===== src/rtl/icd_pkg.sv =====
// rtl/icd_pkg.sv - shared task ICD constants, framer state type and length check
package icd_pkg;

    localparam int HEADER_BYTES  = 12;
    localparam int MAX_MSG_BYTES = 64;
    localparam int MAX_MSG_WORDS = MAX_MSG_BYTES / 4;
    localparam int LEN_IDX       = 0;

    typedef enum logic [1:0] {
        IDLE    = 2'd0,
        BODY    = 2'd1,
        DISCARD = 2'd2,
        FLUSH   = 2'd3
    } framer_state_t;

    // A length word is legal when word aligned and within [min_b, max_b] bytes.
    function automatic logic len_is_legal(input logic [31:0] len,
                                          input int          min_b,
                                          input int          max_b);
        return (len[1:0] == 2'b00) &&
               (len >= $unsigned(min_b)) &&
               (len <= $unsigned(max_b));
    endfunction

endpackage


===== src/rtl/byte_packer.sv =====
// rtl/byte_packer.sv - little-endian byte accumulator with one-word output register
module byte_packer (
    input  logic        clk,
    input  logic        rst_n,
    input  logic        i_byte_valid,
    input  logic [7:0]  i_byte_data,
    output logic        o_byte_ready,
    input  logic        i_hold,
    input  logic        i_load,
    input  logic        i_load_sop,
    input  logic        i_load_eop,
    input  logic        i_flush,
    input  logic        i_clear,
    output logic        o_accept,
    output logic        o_word_done,
    output logic [31:0] o_word,
    output logic        o_partial,
    output logic        o_out_free,
    input  logic        i_out_ready,
    output logic        o_out_valid,
    output logic        o_out_sop,
    output logic        o_out_eop,
    output logic [31:0] o_out_data
);

    logic [23:0] r_acc;
    logic [1:0]  r_idx;
    logic        r_out_valid;
    logic        r_out_sop;
    logic        r_out_eop;
    logic [31:0] r_out_data;
    logic        w_stall;

    // A word-completing byte must wait if the output register cannot take it.
    assign w_stall      = (r_idx == 2'd3) && r_out_valid && !i_out_ready;
    assign o_byte_ready = rst_n && !i_hold && !w_stall;
    assign o_accept     = i_byte_valid && o_byte_ready;
    assign o_word_done  = o_accept && (r_idx == 2'd3);
    assign o_word       = {i_byte_data, r_acc};
    assign o_partial    = (r_idx != 2'd0);
    assign o_out_free   = !r_out_valid || i_out_ready;

    // Upper accumulator bytes are always zero beyond the index, so a flush is zero-filled.
    always_ff @(posedge clk or negedge rst_n) begin
        if (!rst_n) begin
            r_acc <= '0;
            r_idx <= '0;
        end else if (i_flush || i_clear) begin
            r_acc <= '0;
            r_idx <= '0;
        end else if (o_accept) begin
            r_idx <= r_idx + 2'd1;
            case (r_idx)
                2'd0:    r_acc[7:0]   <= i_byte_data;
                2'd1:    r_acc[15:8]  <= i_byte_data;
                2'd2:    r_acc[23:16] <= i_byte_data;
                default: r_acc        <= '0;
            endcase
        end
    end

    always_ff @(posedge clk or negedge rst_n) begin
        if (!rst_n) begin
            r_out_valid <= 1'b0;
            r_out_sop   <= 1'b0;
            r_out_eop   <= 1'b0;
            r_out_data  <= '0;
        end else if (i_load) begin
            r_out_valid <= 1'b1;
            r_out_sop   <= i_load_sop;
            r_out_eop   <= i_load_eop;
            r_out_data  <= o_word;
        end else if (i_flush) begin
            r_out_valid <= 1'b1;
            r_out_sop   <= 1'b0;
            r_out_eop   <= 1'b1;
            r_out_data  <= {8'h00, r_acc};
        end else if (i_out_ready) begin
            r_out_valid <= 1'b0;
        end
    end

    assign o_out_valid = r_out_valid;
    assign o_out_sop   = r_out_sop;
    assign o_out_eop   = r_out_eop;
    assign o_out_data  = r_out_data;

endmodule


===== src/rtl/task_framer.sv =====
// rtl/task_framer.sv - frames a raw byte stream into length-delimited 32-bit task packets
module task_framer #(
    parameter int TIMEOUT_CYCLES = 100000,
    parameter int HEADER_BYTES   = icd_pkg::HEADER_BYTES,
    parameter int MAX_MSG_BYTES  = icd_pkg::MAX_MSG_BYTES
) (
    input  logic        clk,
    input  logic        rst_n,
    output logic        asi_byte_ready,
    input  logic        asi_byte_valid,
    input  logic [7:0]  asi_byte_data,
    input  logic        aso_task_ready,
    output logic        aso_task_valid,
    output logic        aso_task_sop,
    output logic        aso_task_eop,
    output logic [31:0] aso_task_data,
    output logic        err_len,
    output logic        err_timeout
);

    import icd_pkg::*;

    localparam int TW   = $clog2(TIMEOUT_CYCLES + 1);
    localparam int WL_W = $clog2(MAX_MSG_BYTES / 4 + 1);

    framer_state_t   r_state;
    framer_state_t   w_state_nxt;
    logic [WL_W-1:0] r_words_left;
    logic [WL_W-1:0] w_words_left_nxt;
    logic [TW-1:0]   r_tcnt;
    logic [TW-1:0]   w_tcnt_nxt;
    logic            r_err_len;
    logic            r_err_timeout;

    logic            w_accept;
    logic            w_word_done;
    logic            w_partial;
    logic            w_out_free;
    logic [31:0]     w_word;
    logic            w_hold;
    logic            w_load;
    logic            w_load_sop;
    logic            w_load_eop;
    logic            w_flush;
    logic            w_clear;
    logic            w_err_len;
    logic            w_err_timeout;
    logic            w_counting;
    logic            w_timeout;

    byte_packer u_packer (
        .clk          (clk),
        .rst_n        (rst_n),
        .i_byte_valid (asi_byte_valid),
        .i_byte_data  (asi_byte_data),
        .o_byte_ready (asi_byte_ready),
        .i_hold       (w_hold),
        .i_load       (w_load),
        .i_load_sop   (w_load_sop),
        .i_load_eop   (w_load_eop),
        .i_flush      (w_flush),
        .i_clear      (w_clear),
        .o_accept     (w_accept),
        .o_word_done  (w_word_done),
        .o_word       (w_word),
        .o_partial    (w_partial),
        .o_out_free   (w_out_free),
        .i_out_ready  (aso_task_ready),
        .o_out_valid  (aso_task_valid),
        .o_out_sop    (aso_task_sop),
        .o_out_eop    (aso_task_eop),
        .o_out_data   (aso_task_data)
    );

    assign w_hold     = (r_state == FLUSH);
    assign w_counting = (r_state == BODY) || (r_state == DISCARD) ||
                        ((r_state == IDLE) && w_partial);
    // A byte accepted on the saturation cycle wins over the timeout.
    assign w_timeout  = w_counting && !w_accept && (r_tcnt == TW'(TIMEOUT_CYCLES));

    always_comb begin
        w_tcnt_nxt = r_tcnt;
        if (w_accept || !w_counting || w_timeout) begin
            w_tcnt_nxt = '0;
        end else if (r_tcnt != TW'(TIMEOUT_CYCLES)) begin
            w_tcnt_nxt = r_tcnt + TW'(1);
        end
    end

    always_comb begin
        w_state_nxt      = r_state;
        w_words_left_nxt = r_words_left;
        w_load           = 1'b0;
        w_load_sop       = 1'b0;
        w_load_eop       = 1'b0;
        w_flush          = 1'b0;
        w_clear          = 1'b0;
        w_err_len        = 1'b0;
        w_err_timeout    = 1'b0;
        case (r_state)
            IDLE: begin
                if (w_word_done) begin
                    if (len_is_legal(w_word, HEADER_BYTES, MAX_MSG_BYTES)) begin
                        w_load           = 1'b1;
                        w_load_sop       = 1'b1;
                        w_words_left_nxt = w_word[WL_W+1:2] - WL_W'(1);
                        w_state_nxt      = BODY;
                    end else begin
                        w_err_len   = 1'b1;
                        w_state_nxt = DISCARD;
                    end
                end else if (w_timeout) begin
                    w_clear       = 1'b1;
                    w_err_timeout = 1'b1;
                end
            end
            BODY: begin
                if (w_word_done) begin
                    w_load           = 1'b1;
                    w_load_eop       = (r_words_left == WL_W'(1));
                    w_words_left_nxt = r_words_left - WL_W'(1);
                    if (r_words_left == WL_W'(1)) begin
                        w_state_nxt = IDLE;
                    end
                end else if (w_timeout) begin
                    w_state_nxt = FLUSH;
                end
            end
            DISCARD: begin
                if (w_timeout) begin
                    w_clear     = 1'b1;
                    w_state_nxt = IDLE;
                end
            end
            FLUSH: begin
                if (w_out_free) begin
                    w_flush       = 1'b1;
                    w_err_timeout = 1'b1;
                    w_state_nxt   = IDLE;
                end
            end
            default: w_state_nxt = IDLE;
        endcase
    end

    always_ff @(posedge clk or negedge rst_n) begin
        if (!rst_n) begin
            r_state       <= IDLE;
            r_words_left  <= '0;
            r_tcnt        <= '0;
            r_err_len     <= 1'b0;
            r_err_timeout <= 1'b0;
        end else begin
            r_state       <= w_state_nxt;
            r_words_left  <= w_words_left_nxt;
            r_tcnt        <= w_tcnt_nxt;
            r_err_len     <= w_err_len;
            r_err_timeout <= w_err_timeout;
        end
    end

    assign err_len     = r_err_len;
    assign err_timeout = r_err_timeout;

endmodule


===== config.mk =====
export PLATFORM = sky130hd
export DESIGN_NAME = task_framer
export DESIGN_NICKNAME = d
export VERILOG_FILES = /design/src/rtl/icd_pkg.sv /design/src/rtl/byte_packer.sv /design/src/rtl/task_framer.sv
export SDC_FILE = /design/constraint.sdc
export NUM_CORES = 1
export LEC_CHECK = 0
export BUFFER_PORTS_ARGS = -buffer_cell sky130_fd_sc_hd__buf_2
export CORE_ASPECT_RATIO = 1.4
export CORE_MARGIN = 4
export CORE_UTILIZATION = 50
export DETAILED_ROUTE_END_ITERATION = 8
export GPL_TIMING_DRIVEN = 0
export MAX_ROUTING_LAYER = met4
export PLACE_DENSITY_LB_ADDON = 0.12
export SLEW_MARGIN = 20
export SYNTH_ARGS = -nofsm -noshare
export SYNTH_HDL_FRONTEND = slang
export SYNTH_SLANG_ARGS = --single-unit

===== constraint.sdc =====
create_clock -name clk -period 2.8 [get_ports clk]
set_input_delay 0.28 -clock clk [delete_from_list [all_inputs] [get_ports clk]]
set_output_delay 0.28 -clock clk [all_outputs]
set_load 0.02 [all_outputs]

==> out/results.tsv <==
metric	value	unit
cpMostUsedCell	clkbuf_1	
cts_tree	built	
htreeDepth	3	
yosysSeqAreaShare	52.11	%
p_switching	1.317	mW
yosysTopAreaCell	dfrtp_1	
p_int	2.620	mW
syn-num-nets	436	
place_ws	-205.3	ps
critPathLaunchType	register	
place.gp.congestion	0.8860	
cp_top_family	compound AO/OA/AOI/OAI gates	
slew_headroom	42.97	%
finalCriticalPeriod	2657	ps
cp_slowest_cell	o31ai_4	
cts_sinks	87	
nets	504	
synthTopCellsByArea	dfrtp_1, mux2_2, ha_1	
yosys.cell_types.count	47	
die_x	85.26	µm
cp-end-kind	register	
antenna_found_initial	0	
synth_area_per_cell	10.21	µm²
critPathMaxStageDelay	530	ps
post-route-period-util	94.88	%
synth_edf_count	0	
ant_nets	0	
grt_usage	21.89	%
clock_latency	350	ps
cap_viol_max_count	0	
setup_ws	143.4	ps
numCtsBuffers	9	
criticalPathCategory	register to register	
start_util	51.27	%
via_count	3333	
rrSetupSlack	140	ps
drive_gt1_share	23.03	%
multi_input_area	0.001867	mm²
die_area	0.009903	mm²
synth.top_cell.area_share	52.11	%
final_cell_mix	dfrtp_1, buf_2, nand2_1	
grt_pass1_wl	16.28	mm
ff2ff_path_depth	7	
routed_via_density	5.707	
p_per_area	786.1	mW/mm²
finalHoldViolCount	0	
setup_violations	0	
ys_ff_latch	87	
crit_path_max_fanout	10	
path_depth	7	
path_cells	ha_1 > and3b_1 > clkbuf_1 > o22ai_1 > o31ai_4 > clkbuf_1 > a21oi_1	
layout_commonest_cell	dfrtp_1	
hold_path_depth	3	
critPathRequiredTime	3010	ps
drt-wirelength-per-cell	17.05	µm
clock_power_share	33.8	%
firstDrtPassIters	6	
critical_path_buf_inv_count	2	
netlist_instances	409	
regArea	0.002177	mm²
grt_max_degree	48	
maxClockFrequency	0.3764	GHz
stdcell_count	584	
crit_arrival	2870	ps
grt_pass1_vias	3273	
worst_pin_slew	848.9	ps
drc	0	
wirelength	9.958	mm
rsz0062_at_grt	false	
die_y	116.2	µm
synth.cell_area	0.004178	mm²
clk_pin_slew	70	ps
coreArea	0.008149	mm²
hold_class	input pin to register	
ys.flop_type	dfrtp_1	
drt-initial-drc-count	290	
pwr-share-seq	41.9	%
leakage	2.405	nW
placedCellCount	561	
numPortBuffers	49	
grt_overflow_total	0	
cts_root_buf	clkbuf_16	
antenna_cells	0	
p_comb_share	24.3	%
num_rows	39	
skew	9.372	ps
synthArstFlopShare	100.0	%
clock_path_buffers	2	
io_pins	50	
final_util	61.46	%
areaGrowthSynthToFinish	19.89	%
vdd_drop_max	0.0005230	V
dpl.hpwl	6.933	mm
synth_warnings	0	
outcome	finished, final reports clean	
slew_violations	0	
nFillCells	699	
sw_frac_of_total	33.45	%
## layer usage
metal | vias to the layer above | part of all wire [%] | GRT usage (%)
met5 | - | 0 | -
met4 | 0 | 2.4 | 8.237
met3 | 16 | 4.7 | 5.152
met2 | 88 | 49 | 34.49
met1 | 1645 | 44 | 27.57
li1 | 1584 | - | -
## worst reg2reg max path, stage by stage (launching register included)
cell and delay, ps:
dfrtp_1 430, ha_1 220, and3b_1 160, clkbuf_1 380, o22ai_1 300, o31ai_4 530
clkbuf_1 430, a21oi_1 80
## through the flow
step | total power [mW] | TNS [ps] | hold slack (ps) | instance area (µm²)
finish | 3.937 | 0 | 240.9 | 5009
global route | 4.188 | 0 | 251.8 | 5009
CTS | 3.954 | 0 | 229.6 | 4955
detailed placement | 2.602 | -4347 | 306.9 | 4581
global placement | 2.573 | -104920 | 484.9 | 4551
floorplan | 2.288 | 0 | -15.59 | 4178
## synth_stat cells (all sizes together) (2+ instances only)
| master | number |
|---|---|
| mux2 | 26 |
| nor2b | 2 |
| o21ai | 7 |
| clkbuf | 14 |
| o22ai | 11 |
| a21oi | 29 |
| and3 | 9 |
| nor4 | 9 |
| nor2 | 35 |
| inv | 17 |
| dfrtp | 87 |
| xnor2 | 6 |
| nand2b | 3 |
| a31oi | 4 |
| nand2 | 42 |
| or4 | 3 |
| ha | 15 |
| nand4 | 9 |
| or3 | 6 |
| xor2 | 11 |
| buf | 5 |
| nor3 | 7 |
| nand3 | 29 |
| nor4bb | 3 |
## area by class of cell
class	instances	share of cell area (%)
Buffer	18	1.724
Sequential cell	87	43.47
Tap cell	102	2.548
Timing Repair Buffer	58	6.995
Clock buffer	10	4.771
Inverter	18	1.424
Clock inverter	6	1.799
Multi-Input combinational cell	285	37.27
## flip-flops by register name, summed over array words and instances, names as in the netlist
name,flops
err_len,1
r_tcnt,17
u_packer.o_out_data,32
u_packer.o_out_sop,1
err_timeout,1
u_packer.r_acc,24
r_words_left,5
u_packer.r_idx,2
u_packer.o_out_eop,1
r_state,2
u_packer.o_out_valid,1
## timing repair
item | CTS | global route
hold buffers | 2 | 0
gates cloned | 0 | 0
endpoints found under the setup margin | 19 | 55
hold endpoints to repair | 40 | 0
gates resized for setup | 0 | 6
pin swaps | 0 | 1
buffers inserted | 2 | 4
## worst paths after layout
| path | startpoint | end |
|---|---|---|
| max in group asynchronous | rst_n | u_packer.r_idx[1]$_DFFE_PN0P_ |
| worst max-delay path | u_packer.r_idx[0]$_DFFE_PN0P_ | u_packer.r_acc[21]$_DFFE_PN0P_ |
| worst max register to register | u_packer.r_idx[0]$_DFFE_PN0P_ | u_packer.r_acc[21]$_DFFE_PN0P_ |
| worst min register to register | u_packer.o_out_data[22]$_DFFE_PN0P_ | u_packer.o_out_data[22]$_DFFE_PN0P_ |
| worst min-delay path | asi_byte_data[4] | u_packer.o_out_data[28]$_DFFE_PN0P_ |
| min in group asynchronous | rst_n | r_words_left[2]$_DFFE_PN0P_ |
## cells by family after synthesis
family          after synthesis  share of synthesized area [%]
xor+xnor                     17                          3.564
mux                          27                          7.248
fa+ha+maj                    15                          4.492
compound gates               63                          9.554
buf+inv                      37                          3.713
flops                        87                          52.11
simple gates                163                          19.32
## power groups by stage
stage                     Clock (mW)  Sequential (mW)  Combinational [mW]
after floorplan                    0             1.61               0.682
after global placement             0             1.65               0.920
after detailed placement           0             1.67               0.937
after CTS                       1.35             1.65               0.957
after global routing            1.41             1.67                1.10
final                           1.33             1.65               0.958
Power figures use the tool's default switching activity.
